### config.mk
export PLATFORM = sky130hd
export DESIGN_NAME = pcie_egress_merge
export DESIGN_NICKNAME = d
export VERILOG_FILES = /design/src/rtl/pcie_egress_merge.sv
export SDC_FILE = /design/constraint.sdc
export NUM_CORES = 1
export LEC_CHECK = 0
export CAP_MARGIN = 20
export CORE_ASPECT_RATIO = 0.6
export CORE_MARGIN = 3
export CORE_UTILIZATION = 35
export CTS_CLUSTER_SIZE = 14
export DETAILED_ROUTE_END_ITERATION = 7
export PLACE_DENSITY_LB_ADDON = 0.1
export SYNTH_ARGS = -nofsm -noshare
export SYNTH_HDL_FRONTEND = slang
export SYNTH_SLANG_ARGS = --single-unit
### constraint.sdc
create_clock -name clk -period 4.9 [get_ports clk]
set_clock_uncertainty 0.05 [all_clocks]
set_input_delay 0.98 -clock clk [delete_from_list [all_inputs] [get_ports clk]]
set_output_delay 0.98 -clock clk [all_outputs]
set_load 0.01 [all_outputs]
### src/rtl/pcie_egress_merge.sv
// -----------------------------------------------------------------------------
// pcie_egress_merge
//
// Merges four show-ahead per-port source FIFOs into one internal output FIFO.
// A round-robin arbiter pops at most one source per cycle. The popped word is
// tagged with its source index in bits [9:8] and written into the output FIFO
// on the same edge. Arbitration pauses while the output FIFO is almost full.
//
// Ports
//   clk               rising-edge clock for all state
//   reset             asynchronous, active-high reset
//   in_empty[3:0]     empty flags of the source FIFOs (bit i = port i)
//   in_data0..3       show-ahead head words of the source FIFOs
//   in_pop[3:0]       one-hot (or zero) pop to the source FIFOs, combinational
//   out_pop           downstream read request for the output FIFO
//   out_data          show-ahead head word of the output FIFO (0 while empty)
//   out_empty/out_full/out_almost_full/out_almost_empty
//                     flags decoded from the registered occupancy
//   error             sticky: pop while empty, or write attempt while full
//   fwd_count[4:0]    words forwarded, wrapping modulo 32
// -----------------------------------------------------------------------------
module pcie_egress_merge #(
    parameter int DATA_WIDTH = 12,
    parameter int DEPTH      = 8,
    parameter int AF_THRESH  = 6
) (
    input  logic                  clk,
    input  logic                  reset,
    input  logic [3:0]            in_empty,
    input  logic [DATA_WIDTH-1:0] in_data0,
    input  logic [DATA_WIDTH-1:0] in_data1,
    input  logic [DATA_WIDTH-1:0] in_data2,
    input  logic [DATA_WIDTH-1:0] in_data3,
    output logic [3:0]            in_pop,
    input  logic                  out_pop,
    output logic [DATA_WIDTH-1:0] out_data,
    output logic                  out_empty,
    output logic                  out_full,
    output logic                  out_almost_full,
    output logic                  out_almost_empty,
    output logic                  error,
    output logic [4:0]            fwd_count
);

    localparam int PTR_W = (DEPTH > 1) ? $clog2(DEPTH) : 1;
    localparam int OCC_W = $clog2(DEPTH + 1);

    // Bits [9:8] of every word carry the source port index.
    localparam logic [DATA_WIDTH-1:0] TAG_MASK = DATA_WIDTH'(12'h300);

    typedef enum logic [1:0] {
        ST_INIT,
        ST_ACTIVE,
        ST_PAUSE
    } state_t;

    state_t                  state_reg, state_next;
    logic [1:0]              last_grant_reg;
    logic [PTR_W-1:0]        wr_ptr_reg, rd_ptr_reg, rd_ptr_next;
    logic [OCC_W-1:0]        occ_reg;
    logic [4:0]              fwd_count_reg;
    logic                    error_reg;
    logic [DATA_WIDTH-1:0]   head_reg, head_next;

    logic [DATA_WIDTH-1:0]   mem [DEPTH];

    logic [DATA_WIDTH-1:0]   in_word     [4];
    logic [DATA_WIDTH-1:0]   tagged_word [4];
    logic [1:0]              scan_idx;
    logic [1:0]              grant_idx;
    logic                    grant_valid;
    logic                    pop_allowed;
    logic                    wr_req, wr_en, rd_en;
    logic [DATA_WIDTH-1:0]   wr_word;

    function automatic logic [PTR_W-1:0] ptr_inc(input logic [PTR_W-1:0] p);
        return (p == PTR_W'(DEPTH - 1)) ? '0 : p + 1'b1;
    endfunction

    assign in_word[0] = in_data0;
    assign in_word[1] = in_data1;
    assign in_word[2] = in_data2;
    assign in_word[3] = in_data3;

    genvar gi;
    generate
        for (gi = 0; gi < 4; gi++) begin : g_tag
            assign tagged_word[gi] = (in_word[gi] & ~TAG_MASK) | (DATA_WIDTH'(gi) << 8);
        end
    endgenerate

    // Status flags come from the registered occupancy only.
    assign out_empty        = (occ_reg == '0);
    assign out_full         = (occ_reg == OCC_W'(DEPTH));
    assign out_almost_empty = (occ_reg <= OCC_W'(1));
    assign out_almost_full  = (occ_reg >= OCC_W'(AF_THRESH));

    // The almost-full term also blocks the ACTIVE cycle in which occupancy
    // first reaches the threshold, before the state register has moved to
    // PAUSE; otherwise one extra word would slip in past the threshold.
    assign pop_allowed = (state_reg == ST_ACTIVE) && !out_almost_full;

    // Round-robin: scan offsets 4..1 from last_grant so that the smallest
    // offset (last_grant+1) is evaluated last and therefore wins.
    always_comb begin
        grant_valid = 1'b0;
        grant_idx   = last_grant_reg;
        scan_idx    = '0;
        for (int k = 4; k >= 1; k--) begin
            scan_idx = last_grant_reg + 2'(k);
            if (!in_empty[scan_idx]) begin
                grant_valid = 1'b1;
                grant_idx   = scan_idx;
            end
        end
    end

    always_comb begin
        in_pop = 4'b0000;
        if (pop_allowed && grant_valid) begin
            in_pop[grant_idx] = 1'b1;
        end
    end

    assign wr_req  = pop_allowed && grant_valid;
    assign wr_en   = wr_req && !out_full;
    assign rd_en   = out_pop && !out_empty;
    assign wr_word = tagged_word[grant_idx];

    // Next-state logic
    always_comb begin
        state_next = state_reg;
        case (state_reg)
            ST_INIT:   state_next = ST_ACTIVE;
            ST_ACTIVE: if (out_almost_full)  state_next = ST_PAUSE;
            ST_PAUSE:  if (!out_almost_full) state_next = ST_ACTIVE;
            default:   state_next = ST_INIT;
        endcase
    end

    // Registered show-ahead head: fetch the word the read pointer will point
    // at next cycle, bypassing the array when that slot is being written now.
    assign rd_ptr_next = rd_en ? ptr_inc(rd_ptr_reg) : rd_ptr_reg;

    always_comb begin
        head_next = mem[rd_ptr_next];
        if (wr_en && (wr_ptr_reg == rd_ptr_next)) begin
            head_next = wr_word;
        end
    end

    always_ff @(posedge clk) begin
        if (wr_en) begin
            mem[wr_ptr_reg] <= wr_word;
        end
    end

    always_ff @(posedge clk or posedge reset) begin
        if (reset) begin
            state_reg      <= ST_INIT;
            last_grant_reg <= 2'd3;
            wr_ptr_reg     <= '0;
            rd_ptr_reg     <= '0;
            occ_reg        <= '0;
            fwd_count_reg  <= '0;
            error_reg      <= 1'b0;
            head_reg       <= '0;
        end else begin
            state_reg <= state_next;
            head_reg  <= head_next;
            if (wr_req) begin
                last_grant_reg <= grant_idx;
            end
            if (wr_en) begin
                wr_ptr_reg    <= ptr_inc(wr_ptr_reg);
                fwd_count_reg <= fwd_count_reg + 5'd1;
            end
            rd_ptr_reg <= rd_ptr_next;
            case ({wr_en, rd_en})
                2'b10:   occ_reg <= occ_reg + 1'b1;
                2'b01:   occ_reg <= occ_reg - 1'b1;
                default: occ_reg <= occ_reg;
            endcase
            if ((out_pop && out_empty) || (wr_req && out_full)) begin
                error_reg <= 1'b1;
            end
        end
    end

    assign out_data  = out_empty ? '0 : head_reg;
    assign error     = error_reg;
    assign fwd_count = fwd_count_reg;

endmodule
Word-level counts from Yosys, hierarchy flattened:

Memory sizes are Yosys's and may differ from the RTL's. A register that Yosys moved wholly into a read port is not among the register bits.
Cells that the tools add are included.

* memories: 1
* output and inout bits: 26
* logic and storage cells: 81
* register bits after elaboration: 20
* memory bits (writable): 96

* bitwise logic cells: 1
* mux-type cells: 31
* magnitude comparators: 9
* add/sub/neg operators: 8
* reductions and logical operators: 15
* equality and inequality tests: 9

Memories
* mem: words 8, width 12, rd ports 1, clocked after memory_dff 1, write ports 1, RTL line 65 `logic [DATA_WIDTH-1:0] mem [DEPTH];`

Operator list (number)
* 12-bit two-way mux: 3
* 12-bit binary-select mux with 2-bit select: 1
* 2-bit by 3-bit less-than comparator with 1-bit output (second input constant): 5
* 1-bit two-way mux: 11
* 2-bit two-way mux: 5
* 3-bit two-way mux: 3
* 1-bit binary-select mux with 2-bit select: 4
* 4-bit one-hot mux with 2 select lines: 1
* 1-bit logical AND: 7
* 3-bit by 1-bit adder with 3-bit output (second input constant): 2
* 3-bit equality test (second input constant): 2
* 2-bit one-hot mux with 3 select lines: 1
* 5-bit by 1-bit adder with 5-bit output (second input constant): 1
* 2-bit adder (second input constant): 2
* 4-bit by 1-bit adder with 4-bit output (second input constant): 1
* 2-bit by 1-bit equality test with 1-bit output (second input constant): 2
* 2-bit equality test (second input constant): 2
* 4-bit equality test (second input constant): 1
* 4-bit by 3-bit greater-or-equal comparator with 1-bit output (second input constant): 1
* 4-bit by 1-bit <= comparator with 1-bit output (second input constant): 1
* 4-bit zero test: 1
* 4-bit two-way mux: 1
* 2-bit != test (second input constant): 2
* 4-bit by 1-bit subtractor with 4-bit output (second input constant): 1
* other kinds (10): 12

Logic depth before layout (Yosys ltp):

Gate-level depths: netlist (run 1).

* word-level depth: 11
* gate-level depth with buffers: 13

Least setup slack after synthesis (run 1):

No wires, ideal clock.

* kind: in2out
* from: input in_empty[1]
* to: output in_pop[3]
* data required time: 3870 ps
* stages: 6
* setup slack: 1172 ps
* arrival time: 2698 ps
* path buffers: 1
* cells stage by stage: nor2b_1 > a211oi_1 > a211oi_1 > clkbuf_1 > inv_1 > and3_1

* longest elaborated chain between the ends: 10

RTL lines
* start, declared: RTL line 29 `input logic [3:0] in_empty,`
* 1-bit binary-select mux with 2-bit select: RTL line 111 `if (!in_empty[scan_idx]) begin`
* 1-bit two-way mux (not written as such): RTL line 111
* 2-bit two-way mux (2 in series): RTL line 111
* 2-bit two-way mux *: RTL line 111
* net grant_idx[0]: RTL line 70 `logic [1:0] grant_idx;`
* 2-bit by 3-bit less-than comparator with 1-bit output (not written as such) or 2-bit by 1-bit greater-or-equal comparator with 1-bit output (tied branches): RTL line 121 `in_pop[grant_idx] = 1'b1;`
* 1-bit logical AND (not written as such): RTL line 121
* 1-bit two-way mux (not written as such): RTL line 121
* 1-bit demux with 2-bit select *: RTL line 121
* 4-bit two-way mux *: RTL line 120 `if (pop_allowed && grant_valid) begin`
* end, declared: RTL line 34 `output logic [3:0] in_pop,`

Mark *: on every way through the listed nets, which the timed path passes. The rest lies on a longest branch. The select of a mux whose other input is x is not followed.

Worst setup path in the final report (run 1):

* from: input in_empty[0]
* to: output in_pop[1]

* longest elaborated chain between the ends: 10

RTL lines (RTL line)
* 1-bit binary-select mux with 2-bit select: 111
* 1-bit two-way mux (not written as such): 111
* 2-bit two-way mux (3 in series): 111
* 2-bit by 3-bit less-than comparator with 1-bit output (not written as such) or 2-bit by 1-bit greater-or-equal comparator with 1-bit output (tied branches): 121
* 1-bit logical AND (not written as such): 121
* 1-bit two-way mux (not written as such): 121
* 1-bit demux with 2-bit select: 121
* 4-bit two-way mux *: 120

Mark *: on every way between the ends. The rest lies on a longest branch, timed or not. The select of a mux whose other input is x is not followed.

==> flow_summary.json, run 1 <==
{
  "first_pass_iters": 5,
  "synth-compound-area-share_pct": 10.9,
  "max-cap-violations": 0,
  "maxSlewViolCount": 0,
  "worst_slew_pin_slew_ps": 1100,
  "cp-end-kind": "output pin",
  "netlist.area_leader.share_pct": 48.7,
  "mappedNetlistArea_sq_um": 5920,
  "worst-setup-path-type": "in2out",
  "power.ir.vdd_worst_uv": 303,
  "htree_num_levels": 4,
  "grt_first_pass_wirelength_microns": 22900,
  "die_w_microns": 174,
  "post-route-drc-count": 0,
  "max_freq_ghz": 0.234,
  "antenna_found_initial": 0,
  "wl_microns": 14700,
  "dominantRegCellSynth": "sky130_fd_sc_hd__edfxtp_1",
  "floorplan.io_pins": 81,
  "final_layout_size_suffix_gt1_share_pct": 14.4,
  "final-setup-viol-count": 0,
  "setup_ws_ps": 632,
  "leakage_nw": 2.87,
  "clock_latency_ps": 420,
  "num-nets-final": 578,
  "hold_path_depth": 1,
  "setup-tns-final_ps": 0,
  "hp-class": "reg2reg",
  "cts_inserted_buffers": 17,
  "syn2layout_area_growth_pct": 27.5,
  "post-synth-top-area-cell": "sky130_fd_sc_hd__edfxtp_1",
  "yosysSeqAreaShare_pct": 62.3,
  "initial_core_util_pct": 36.1,
  "core_sq_um": 16400,
  "dr.first_iter.drc_count": 360,
  "numPortBuffers": 72,
  "routed_via_density": 5.17,
  "fill_cells": 1475,
  "finalCritPeriodShare_pct": 87.1,
  "maximum_number_of_pins_on_one_net_before_global_route_repair": 33,
  "clock_sink_count": 128,
  "detail_route.wl_per_cell_microns": 19.5,
  "yosys.area_share.simple_pct": 7.70,
  "grt_setup_unrepaired": "no",
  "layout.area.seq_sq_um": 3690,
  "number_of_enable_type_register_cells_in_the_synthesized_netlist": 96,
  "globalRouteOverflowTotal": 0,
  "syn-mean-instance-area_sq_um": 13.9,
  "fin_worst_hold_slack_ps": 410,
  "clock_tree_from_tritoncts": "built",
  "reg2reg_depth": 8,
  "multiInputGateArea_sq_um": 2110,
  "report.final.hold_viol_count": 0,
  "yosys.area_share.xor_xnor_pct": 1.78,
  "post_cts.repair.setup_buffers": 0,
  "power_density_nw_per_um2": 682,
  "timing.max_slew.rel_slack_pct": 26.0,
  "timing.critical_path.arrival_ps": 3240,
  "post-place-ws_ps": 601,
  "async_reset_ff_share_pct": 25.0,
  "fin_crit_ps": 4270,
  "worst-endpoint-required_ps": 3870,
  "detailed_place_hpwl_microns": 9610,
  "die_y_microns": 107,
  "synth_top_family_by_area": "multiplexers",
  "antenna_left": 0,
  "via_count": 3895,
  "setup.reg_to_reg.worst_slack_ps": 990,
  "post_synth_num_cell_types": 47,
  "synth_adder_area_share_pct": 2.11,
  "yosys_warnings": 0,
  "gpl.final_weighted_congestion": 0.727,
  "synthMuxAreaShare_pct": 12.5,
  "floorplan.die_area_sq_um": 18600,
  "worst-path-max-fanout": 15,
  "post_cts_resize_count": 0,
  "yosys_register_bits": 128,
  "status": "completed",
  "number_of_flip_flops_in_the_largest_register": 96,
  "post_synthesis_cell_count": 426,
  "syn_nets": 491,
  "startpoint_type_of_the_worst_setup_path": "primary input",
  "clock_slew_seen_by_the_registers_of_the_worst_setup_and_hold_paths_ps": 60,
  "vias_in_the_first_global_route": 3846,
  "gr-usage-all-layers_pct": 16.6,
  "cts_root_buffer": "sky130_fd_sc_hd__clkbuf_16",
  "num_antenna_cells": 0,
  "rows": 36,
  "clk_buf_depth": 2,
  "ys_top_cells_by_area": "sky130_fd_sc_hd__edfxtp_1 49%, sky130_fd_sc_hd__dfrtp_1 13%, sky130_fd_sc_hd__mux2i_1 9.5%, sky130_fd_sc_hd__a32oi_1 3.1%, sky130_fd_sc_hd__o21ai_0 2.6%",
  "ctsHoldBuffers": 0
}
## metrics by stage
stage,instances,area (sq um),power [mW],util [%]
floorplan,426,5920,3.18,-
global placement,722,7010,3.99,42.8
detailed placement,722,7010,4.03,42.8
CTS,754,7550,5.18,46.0
global route,754,7550,5.47,46.0
finish,754,7550,5.15,46.0
## synth_stat cells, types with 3 or more instances
library cell / instances
sky130_fd_sc_hd__a32oi_1: 21
sky130_fd_sc_hd__a22o_1: 9
sky130_fd_sc_hd__mux2i_1: 56
sky130_fd_sc_hd__and3_1: 3
sky130_fd_sc_hd__xnor2_1: 7
sky130_fd_sc_hd__nand2_1: 22
sky130_fd_sc_hd__buf_2: 5
sky130_fd_sc_hd__a221oi_1: 11
sky130_fd_sc_hd__ha_1: 10
sky130_fd_sc_hd__nor3_1: 5
sky130_fd_sc_hd__and2_1: 15
sky130_fd_sc_hd__nand4_1: 3
sky130_fd_sc_hd__edfxtp_1: 96
sky130_fd_sc_hd__o21ai_0: 31
sky130_fd_sc_hd__clkbuf_1: 17
sky130_fd_sc_hd__nand3_1: 5
sky130_fd_sc_hd__mux2_4: 9
sky130_fd_sc_hd__inv_1: 10
sky130_fd_sc_hd__dfrtp_1: 30
sky130_fd_sc_hd__nor3b_1: 5
sky130_fd_sc_hd__mux2_2: 4
sky130_fd_sc_hd__xor2_1: 5
sky130_fd_sc_hd__nor2_1: 9
sky130_fd_sc_hd__nor2b_1: 3
sky130_fd_sc_hd__a32o_1: 3
## cell families (layout without fill, tap and decap cells)
| family | after synthesis | in the layout |
|---|---|---|
| and+or+nand+nor | 81 | 81 |
| xor gates and xnor gates | 12 | 12 |
| AOI/OAI and AO/OA | 89 | 89 |
| DFF | 128 | 128 |
| adders and majority gates | 10 | 10 |
| buffers and inverters | 37 | 137 |
| muxes | 69 | 69 |
## power by group
part | internal (mW) | switching (mW)
clock network | 0.653 | 0.484
logic | 1.05 | 1.26
registers | 1.55 | 0.150
total | 3.25 | 1.90
## layout by cell type (no fill, tap or decap), drive strengths merged, types with 2 or more instances in the layout
master,n
nor3b,5
clkdlybuf4s50,72
xor2,5
edfxtp,96
nor2b,3
a22o,9
nand4,3
a21oi,2
nand2,22
a221oi,11
a32o,3
nor3,5
mux2i,56
and3,3
a211oi,2
nand3,5
buf,22
nor4b,2
dfstp,2
dfrtp,30
nand2b,2
nor2,10
ha,10
nand4b,2
and2,15
inv,15
clkinv,9
a32oi,21
xnor2,7
clkbuf,18
mux2,13
o21ai,33
or4,2
a21o,2
## final timing paths
path | from | end
worst min-delay path | error | error
worst max-delay path | in_empty[0] | in_pop[1]
worst max register to register | occ_reg[1] | head_reg[5]
worst min register to register | error | error
max in group asynchronous | reset | last_grant_reg[1]
min in group asynchronous | reset | error
## metal layers
layer	vias up	routed length [microns]	track usage, %
li1	1835	-	-
met1	1879	7730	26.4
met2	170	5630	21.2
met3	11	1200	4.60
met4	0	135	5.50
met5	-	0	0
## area by class of cell
cell class,instances,area share (%)
Tap cell,228,3.78
Multi-Input combinational cell,261,28.0
Clock buffer,18,5.69
Timing Repair Buffer,94,11.7
Clock inverter,14,1.44
Inverter,11,0.547
Sequential cell,128,48.8
## critical path: stages
cell and delay (ps):
sky130_fd_sc_hd__clkdlybuf4s50_1 430, sky130_fd_sc_hd__and2_1 180, sky130_fd_sc_hd__a2111oi_0 680, sky130_fd_sc_hd__a31oi_4 180
sky130_fd_sc_hd__nor3_1 210, sky130_fd_sc_hd__clkdlybuf4s50_1 570
No activity file was read; power rests on OpenSTA's default activity.
==> inputs of run 2 (changes only) <==
--- a/config.mk
+++ b/config.mk
@@ -5,7 +5,6 @@
 export SDC_FILE = /design/constraint.sdc
 export NUM_CORES = 1
 export LEC_CHECK = 0
-export CAP_MARGIN = 20
 export CORE_ASPECT_RATIO = 0.6
 export CORE_MARGIN = 3
 export CORE_UTILIZATION = 35
==> constraint.sdc (replaced) <==
create_clock -name clk -period 4.3 [get_ports clk]
set_clock_uncertainty 0.05 [all_clocks]
set_input_delay 0.86 -clock clk [delete_from_list [all_inputs] [get_ports clk]]
set_output_delay 0.86 -clock clk [all_outputs]
set_load 0.01 [all_outputs]
==> run 2 against run 1 <==
Combinational power increased by 14%. Final area is 1.3% higher. Worst setup slack lost 250 ps. Global-route usage about the same. Non-clock buffer count rose by 3. Critical path depth rose by 2. Sequential cell count did not move. Register-to-register slack got worse by 330 ps. Cell count rose by 0.40%. Largest power group unchanged.
==> flow_summary.json, run 2 (same netlist as run 1, synthesis figures left out) <==
{
  "fin_crit_ps": 3920,
  "floorplan.io_pins": 81,
  "globalRouteOverflowTotal": 0,
  "power_density_nw_per_um2": 792,
  "final-setup-viol-count": 0,
  "post-place-cells": 725,
  "layout.cells.most_common": "sky130_fd_sc_hd__edfxtp_1",
  "vias_in_the_first_global_route": 3948,
  "gpl.final_weighted_congestion": 0.788,
  "rows": 36,
  "floorplan.die_area_sq_um": 18600,
  "detail_route.wl_per_cell_microns": 19.5,
  "status": "completed",
  "antenna_found_initial": 0,
  "final_cell_mix": "96 x sky130_fd_sc_hd__edfxtp_1, 72 x sky130_fd_sc_hd__clkdlybuf4s50_1, 56 x sky130_fd_sc_hd__mux2i_1",
  "num_antenna_cells": 0,
  "clock_tree_from_tritoncts": "built",
  "num-nets-final": 581,
  "cts_root_buffer": "sky130_fd_sc_hd__clkbuf_16",
  "detailed_place_hpwl_microns": 9590,
  "hp-class": "reg2reg",
  "grt_first_pass_wirelength_microns": 23200,
  "timing.max_slew.rel_slack_pct": 28.4,
  "timing.critical_path.arrival_ps": 3010,
  "worst-path-max-fanout": 12,
  "dr.first_iter.drc_count": 363,
  "setup-tns-final_ps": 0,
  "ctsHoldBuffers": 0,
  "worst-endpoint-required_ps": 3390,
  "leakage_nw": 2.92,
  "gr-usage-all-layers_pct": 16.7,
  "post_cts.repair.setup_buffers": 0,
  "worst_slew_pin_slew_ps": 1040,
  "startpoint_type_of_the_worst_setup_path": "primary input",
  "worst-setup-path-type": "in2out",
  "htree_num_levels": 4,
  "routed_via_density": 5.25,
  "via_count": 3975,
  "clk_buf_depth": 2,
  "core_sq_um": 16400,
  "fin_worst_hold_slack_ps": 412,
  "max_freq_ghz": 0.255,
  "max-cap-violations": 0,
  "number_of_flip_flops_in_the_largest_register": 96,
  "maximum_number_of_pins_on_one_net_before_global_route_repair": 33,
  "first_pass_iters": 4,
  "antenna_left": 0,
  "post-route-drc-count": 0,
  "maxSlewViolCount": 0,
  "numPortBuffers": 72,
  "final_layout_size_suffix_gt1_share_pct": 14.7,
  "die_w_microns": 174,
  "power.ir.vdd_worst_uv": 360,
  "cts_inserted_buffers": 17,
  "cp-end-kind": "output pin",
  "clock_latency_ps": 410,
  "wl_microns": 14700,
  "die_y_microns": 107,
  "report.final.hold_viol_count": 0,
  "syn2layout_area_growth_pct": 29.2,
  "grt_setup_unrepaired": "no",
  "number_of_cells_in_the_finished_layout_apart_from_fillers": 757,
  "finalCritPeriodShare_pct": 91.2,
  "clock_sink_count": 128,
  "initial_core_util_pct": 36.1,
  "utilization_pct": 46.6,
  "clock_slew_seen_by_the_registers_of_the_worst_setup_and_hold_paths_ps": 60,
  "post_cts_resize_count": 0
}
-- run 2: worst max-delay path, stage by stage --
cell	delay (ps)
sky130_fd_sc_hd__clkdlybuf4s50_1	520
sky130_fd_sc_hd__nor3b_1	250
sky130_fd_sc_hd__a2111oi_0	90
sky130_fd_sc_hd__buf_4	150
sky130_fd_sc_hd__a31oi_4	170
sky130_fd_sc_hd__buf_4	240
sky130_fd_sc_hd__and3_1	180
sky130_fd_sc_hd__clkdlybuf4s50_1	540
-- run 2: per-layer routing --
| metal | GRT usage, % | vias to the layer above | routed length [microns] |
|---|---|---|---|
| li1 | - | 1832 | - |
| met1 | 25.2 | 1972 | 7560 |
| met2 | 23.2 | 163 | 6100 |
| met3 | 4.60 | 8 | 940 |
| met4 | 4.87 | 0 | 138 |
| met5 | 0 | - | 0 |
-- run 2: cell type report --
class / count / area [sq um]
Clock buffer: 18 / 429
Multi-Input combinational cell: 261 / 2110
Tap cell: 228 / 285
Fill cell: 1481 / 8750
Sequential cell: 128 / 3690
Timing Repair Buffer: 97 / 908
Clock inverter: 14 / 183
Inverter: 11 / 41.3
-- run 2: final timing paths --
kind,startpoint,endpoint,slack (ps),depth (start not counted)
max,in_empty[3],in_pop[3],380,8
min,error,error,410,1
max reg2reg,occ_reg[0],head_reg[4],660,8
min reg2reg,error,error,410,1
max in group asynchronous,reset,last_grant_reg[1],3050,3
min in group asynchronous,reset,error,800,3
-- run 2: per-stage QoR --
stage	power [mW]	worst slack [ps]	instance area, sq um
after floorplan	3.62	774	5920
after global placement	4.54	399	7030
after detailed placement	4.60	329	7030
after CTS	6.10	373	7640
after global routing	6.42	191	7640
final	6.05	379	7640
-- run 2: power breakdown --
part	total (mW)	internal [mW]	switching [mW]	leakage, nW
sequential	1.93	1.76	0.168	1.24
clock	1.49	0.923	0.564	0.295
combinational	2.63	1.21	1.42	1.39
==> variant 1, RTL diff (flow settings as in run 1) <==
Set the parameter `DATA_WIDTH` to 6 (it was 12).
--- a/src/rtl/pcie_egress_merge.sv
+++ b/src/rtl/pcie_egress_merge.sv
@@ -20,7 +20,7 @@
 //   fwd_count[4:0]    words forwarded, wrapping modulo 32
 // -----------------------------------------------------------------------------
 module pcie_egress_merge #(
-    parameter int DATA_WIDTH = 12,
+    parameter int DATA_WIDTH = 6,
     parameter int DEPTH      = 8,
     parameter int AF_THRESH  = 6
 ) (
Interface: changed (5 resized); port bits go from 81 to 51. No check against the original RTL was run, so the function may have changed too.
==> variant 1 against run 1 <==
- total power down 40%
- die area down 35%
- critical path depth up 2
- cell count down 35%
- routed wire length down 42%
- core utilization down 0.26 points
- clock power down 50%
- highest routed layer unchanged
- worst setup slack better by 0.064 ns
- sequential cell count down 54
- fmax up 1.5%
- sequential share of layout area down 3.8 points
- global-route usage down 1.9 points
- synthesized area down 36%
- final area down 38%
==> variant 1: results (changes against run 1) <==
metric,value,unit,change
status,"finished, final reports clean",,
Synth cell types,58,,+23%
Synth area leaders,"edfxtp_1 (38%), dfrtp_1 (16%), mux2i_1 (7.7%), ha_1 (3.3%), a32o_1 (2.7%)",,
grt met2 use,0.177,,-0.0349
comb pwr,1450,µW,-37%
Worst Min Path Start,error$_DFFE_PP0P_,,
Syn Nets,338,,-31%
CTS buffer count,9,,-8
CP max FO,9,,-6
Largest register FFs,48,,-50%
Met2 Routed Length,3020,µm,-46%
DP HPWL,6090,µm,-37%
fin nets,392,,-32%
"Async S/R FF share, synth",0.351,,+0.101
sequential power share,0.341,,+0.011
RR Startpoint,occ_reg[0]$_DFFE_PP0P_,,
number of global-route vias before repair,2376,,-38%
routed len/inst,17.3,µm,-11%
port bufs,50,,-31%
Post-synth EDFFs,48,,-50%
router iterations before antenna repair,4,,-1
hold endpoint,error$_DFFE_PP0P_,,
Met1 Routed Length,4830,µm,-38%
Total GRT Usage,0.147,,-0.0189
largest net degree at the start of global routing,27,,-18%
R2R depth,9,,+1
Slew Limit Headroom,0.326,,+0.0665
via count,2522,,-35%
routability cong.,0.772,,+6.2%
Worst IR Drop VDD,203,µV,-33%
"Clk Latency, worst-skew pair",0.33,ns,-0.09 ns
met3 routed WL,541,µm,-55%
reg-to-reg endpoint,head_reg[2]$_DFF_PP0_,,
crit path time final,4.20,ns,-0.0641 ns
Max H-tree Level,3,,-1
Worst Setup SP,in_empty[3],,
sequential area share after synthesis,0.557,,-0.0663
GR Util met1,0.238,,-0.0266
number of DRC markers in iteration 0,175,,-51%
P_leak,0.00173,µW,-40%
met3 Use GR,0.0557,,+0.00968
most common library cells after synthesis,"edfxtp_1 (48), mux2i_1 (29), dfrtp_1 (24), nand2_1 (21), nor2_1 (13)",,
Setup crit end,in_pop[0],,
[variant 1: cell types whose count changed in the layout (fill, tap and decap cells not counted), moves of 7 or more]
| cell | run 1 | this run |
|---|---|---|
| a32o_1 | 3 | 10 |
| a32oi_1 | 21 | 1 |
| buf_4 | 22 | 9 |
| mux2_4 | 9 | 1 |
| a22o_1 | 9 | 0 |
| and2_1 | 15 | 7 |
| clkbuf_16 | 17 | 9 |
| o21ai_0 | 31 | 9 |
| a21boi_0 | 0 | 12 |
| clkdlybuf4s50_1 | 72 | 50 |
| edfxtp_1 | 96 | 48 |
| mux2i_1 | 56 | 29 |
[variant 1: cell families after synthesis]
kind of cell,Yosys count,share of synthesized area
AO/OA/AOI/OAI,62,0.129
XOR/XNOR,12,0.0279
adder cells (fa/ha/maj),10,0.0332
buffers and inverters,25,0.0386
flip-flops,74,0.557
multiplexers,36,0.0991
AND/OR/NAND/NOR,78,0.115
[variant 1: worst max-delay path, cell delays in order]
cell             delay [ns]
clkdlybuf4s50_1        0.53
and2b_1                0.24
nor2_1                 0.12
o221ai_1               0.13
buf_4                  0.20
or2_2                  0.32
nor2b_1                0.12
clkdlybuf4s50_1        0.54
[variant 1: area by class of cell]
cell class | instances | area [µm²]
Sequential cell | 74 | 2090
Timing Repair Buffer | 59 | 568
Clock buffer | 15 | 248
Tap cell | 135 | 169
Fill cell | 956 | 5510
Multi-Input combinational cell | 198 | 1530
Clock inverter | 1 | 5.00
Inverter | 9 | 36.3
[variant 1: per-stage QoR]
stage | util | std cells | hold WS [ns]
final | 0.458 | 491 | 0.404
after global routing | 0.458 | 491 | 0.456
after CTS | 0.458 | 491 | 0.409
after detailed placement | 0.433 | 475 | 0.397
after global placement | 0.433 | 475 | 0.389
after floorplan | - | 297 | 0.438
==> variant 2, RTL diff (settings of run 1) <==
Made on the original files. The 3 states of `state_t` get a one-hot encoding in 3 bits.
--- a/src/rtl/pcie_egress_merge.sv
+++ b/src/rtl/pcie_egress_merge.sv
@@ -48,10 +48,10 @@
     // Bits [9:8] of every word carry the source port index.
     localparam logic [DATA_WIDTH-1:0] TAG_MASK = DATA_WIDTH'(12'h300);
 
-    typedef enum logic [1:0] {
-        ST_INIT,
-        ST_ACTIVE,
-        ST_PAUSE
+    typedef enum logic [2:0] {
+        ST_INIT   = 3'b001,
+        ST_ACTIVE = 3'b010,
+        ST_PAUSE  = 3'b100
     } state_t;
 
     state_t                  state_reg, state_next;
Formal check against the unedited RTL: no difference found for any inputs over 4 cycles, from zero or initial values and one cycle with reset high; so few cycles prove little.
==> variant 2 against run 1 <==
- synthesized area rose by 0.68%
- worst setup slack improved by 0.047 ns
- critical path depth rose by 3
- non-clock buffer count fell by 4
- register-to-register slack improved by 0.12 ns
- sequential cell count rose by 1
- final area rose by 0.20%
- routed wire length barely moved
- total power fell by 3.5%
- largest cell class unchanged
- highest routed layer unchanged
==> variant 2: results (changes against run 1) <==
metric,value,unit,change
first-pass GRT wire length,22500,µm,-1.5%
Worst IR Drop VDD,252,µV,-17%
sequential area share after synthesis,0.623,,about the same
detail-routed via count per cell,5.18,,+0.20%
number of DRC markers in iteration 0,269,,-25%
Synth cell types,57,,+21%
DP HPWL,9250,µm,-3.7%
CP max FO,7,,-8
CP max stage delay,0.56,ns,-0.12 ns
Sw Share,0.346,,-0.0226
fin nets,557,,-3.6%
most common library cells after synthesis,"edfxtp_1 (96), dfrtp_1 (30), mux2i_1 (19), nand2_1 (18), a21boi_0 (16)",,
port bufs,72,,unchanged
largest net degree at the start of global routing,41,,+24%
Syn Nets,472,,-3.9%
share of cells above drive strength 1,0.198,,+0.0535
Synth area leaders,"edfxtp_1 (48%), dfrtp_1 (13%), mux4_2 (3.8%), mux2i_1 (3.2%), mux2_2 (2.3%)",,
WS Path Type,reg2out,,
DP Area,6990,µm²,-0.25%
status,"finished, final reports clean",,
"Async S/R FF share, synth",0.256,,+0.00581
RR Startpoint,occ_reg[0]$_DFFE_PP0P_,,
slowest CP cell,clkdlybuf4s50_1,,
number of global-route vias before repair,3835,,-0.29%
routed len/inst,20.1,µm,+2.9%
P_leak,0.00276,µW,-4.0%
==> variant 2: per-stage QoR <==
step                cells  setup WS (ns)  utilization  power, µW
floorplan             407           1.28            -       3070
global placement      701          0.909        0.425       3730
detailed placement    701          0.843        0.425       3770
CTS                   733          0.619        0.460       5020
global route          733          0.336        0.460       5270
finish                733          0.678        0.460       4970
==> variant 2: power by group through the flow <==
stage               sequential [µW]  clock (µW)  combinational (µW)
finish                         1660        1230                2080
global route                   1690        1300                2280
CTS                            1660        1250                2110
detailed placement             1680           0                2100
global placement               1670           0                2060
floorplan                      1630           0                1450
==> variant 2: routing by layer <==
| layer | track usage | vias to the layer above | part of all wire |
|---|---|---|---|
| li1 | - | 1762 | - |
| met1 | 0.233 | 1900 | 0.49 |
| met2 | 0.243 | 113 | 0.44 |
| met3 | 0.0389 | 19 | 0.055 |
| met4 | 0.0550 | 0 | 0.013 |
| met5 | 0 | - | 0 |
==> variant 2: path summary, 6_finish.rpt <==
| path | end | cells after the start | slack [ns] |
|---|---|---|---|
| worst max-delay path | in_pop[3] | 9 | 0.68 |
| worst min-delay path | error$_DFFE_PP0P_ | 1 | 0.41 |
| worst max register to register | head_reg[4]$_DFF_PP0_ | 10 | 1.11 |
| worst min register to register | error$_DFFE_PP0P_ | 1 | 0.41 |
| max in group asynchronous | last_grant_reg[0]$_DFFE_PP1P_ | 3 | 3.47 |
| min in group asynchronous | occ_reg[2]$_DFFE_PP0P_ | 3 | 0.94 |
==> variant 2: layout make-up <==
class                           count  area (µm²)
Clock inverter                     14         141
Fill cell                        1458        8880
Clock buffer                       18         429
Inverter                           13        48.8
Sequential cell                   129        3710
Timing Repair Buffer               90         856
Tap cell                          228         285
Multi-Input combinational cell    241        2090
==> variant 2: logic make-up after synthesis <==
group / share of synthesized area
adder cells (fa/ha/maj): 0.0210
XOR/XNOR: 0.0176
AO/OA/AOI/OAI: 0.112
AND/OR/NAND/NOR: 0.0808
flip-flops: 0.623
buffers and inverters: 0.0332
multiplexers: 0.113
==> variant 2: worst reg2reg max path: stages (launching register included) <==
cell     delay, ns
dfrtp_1       0.43
inv_1         0.12
ha_1          0.21
or3b_1        0.62
buf_4         0.31
nand2_1       0.19
mux2_2        0.40
xnor2_1       0.15
nand4_1       0.46
buf_4         0.41
mux2_4        0.31
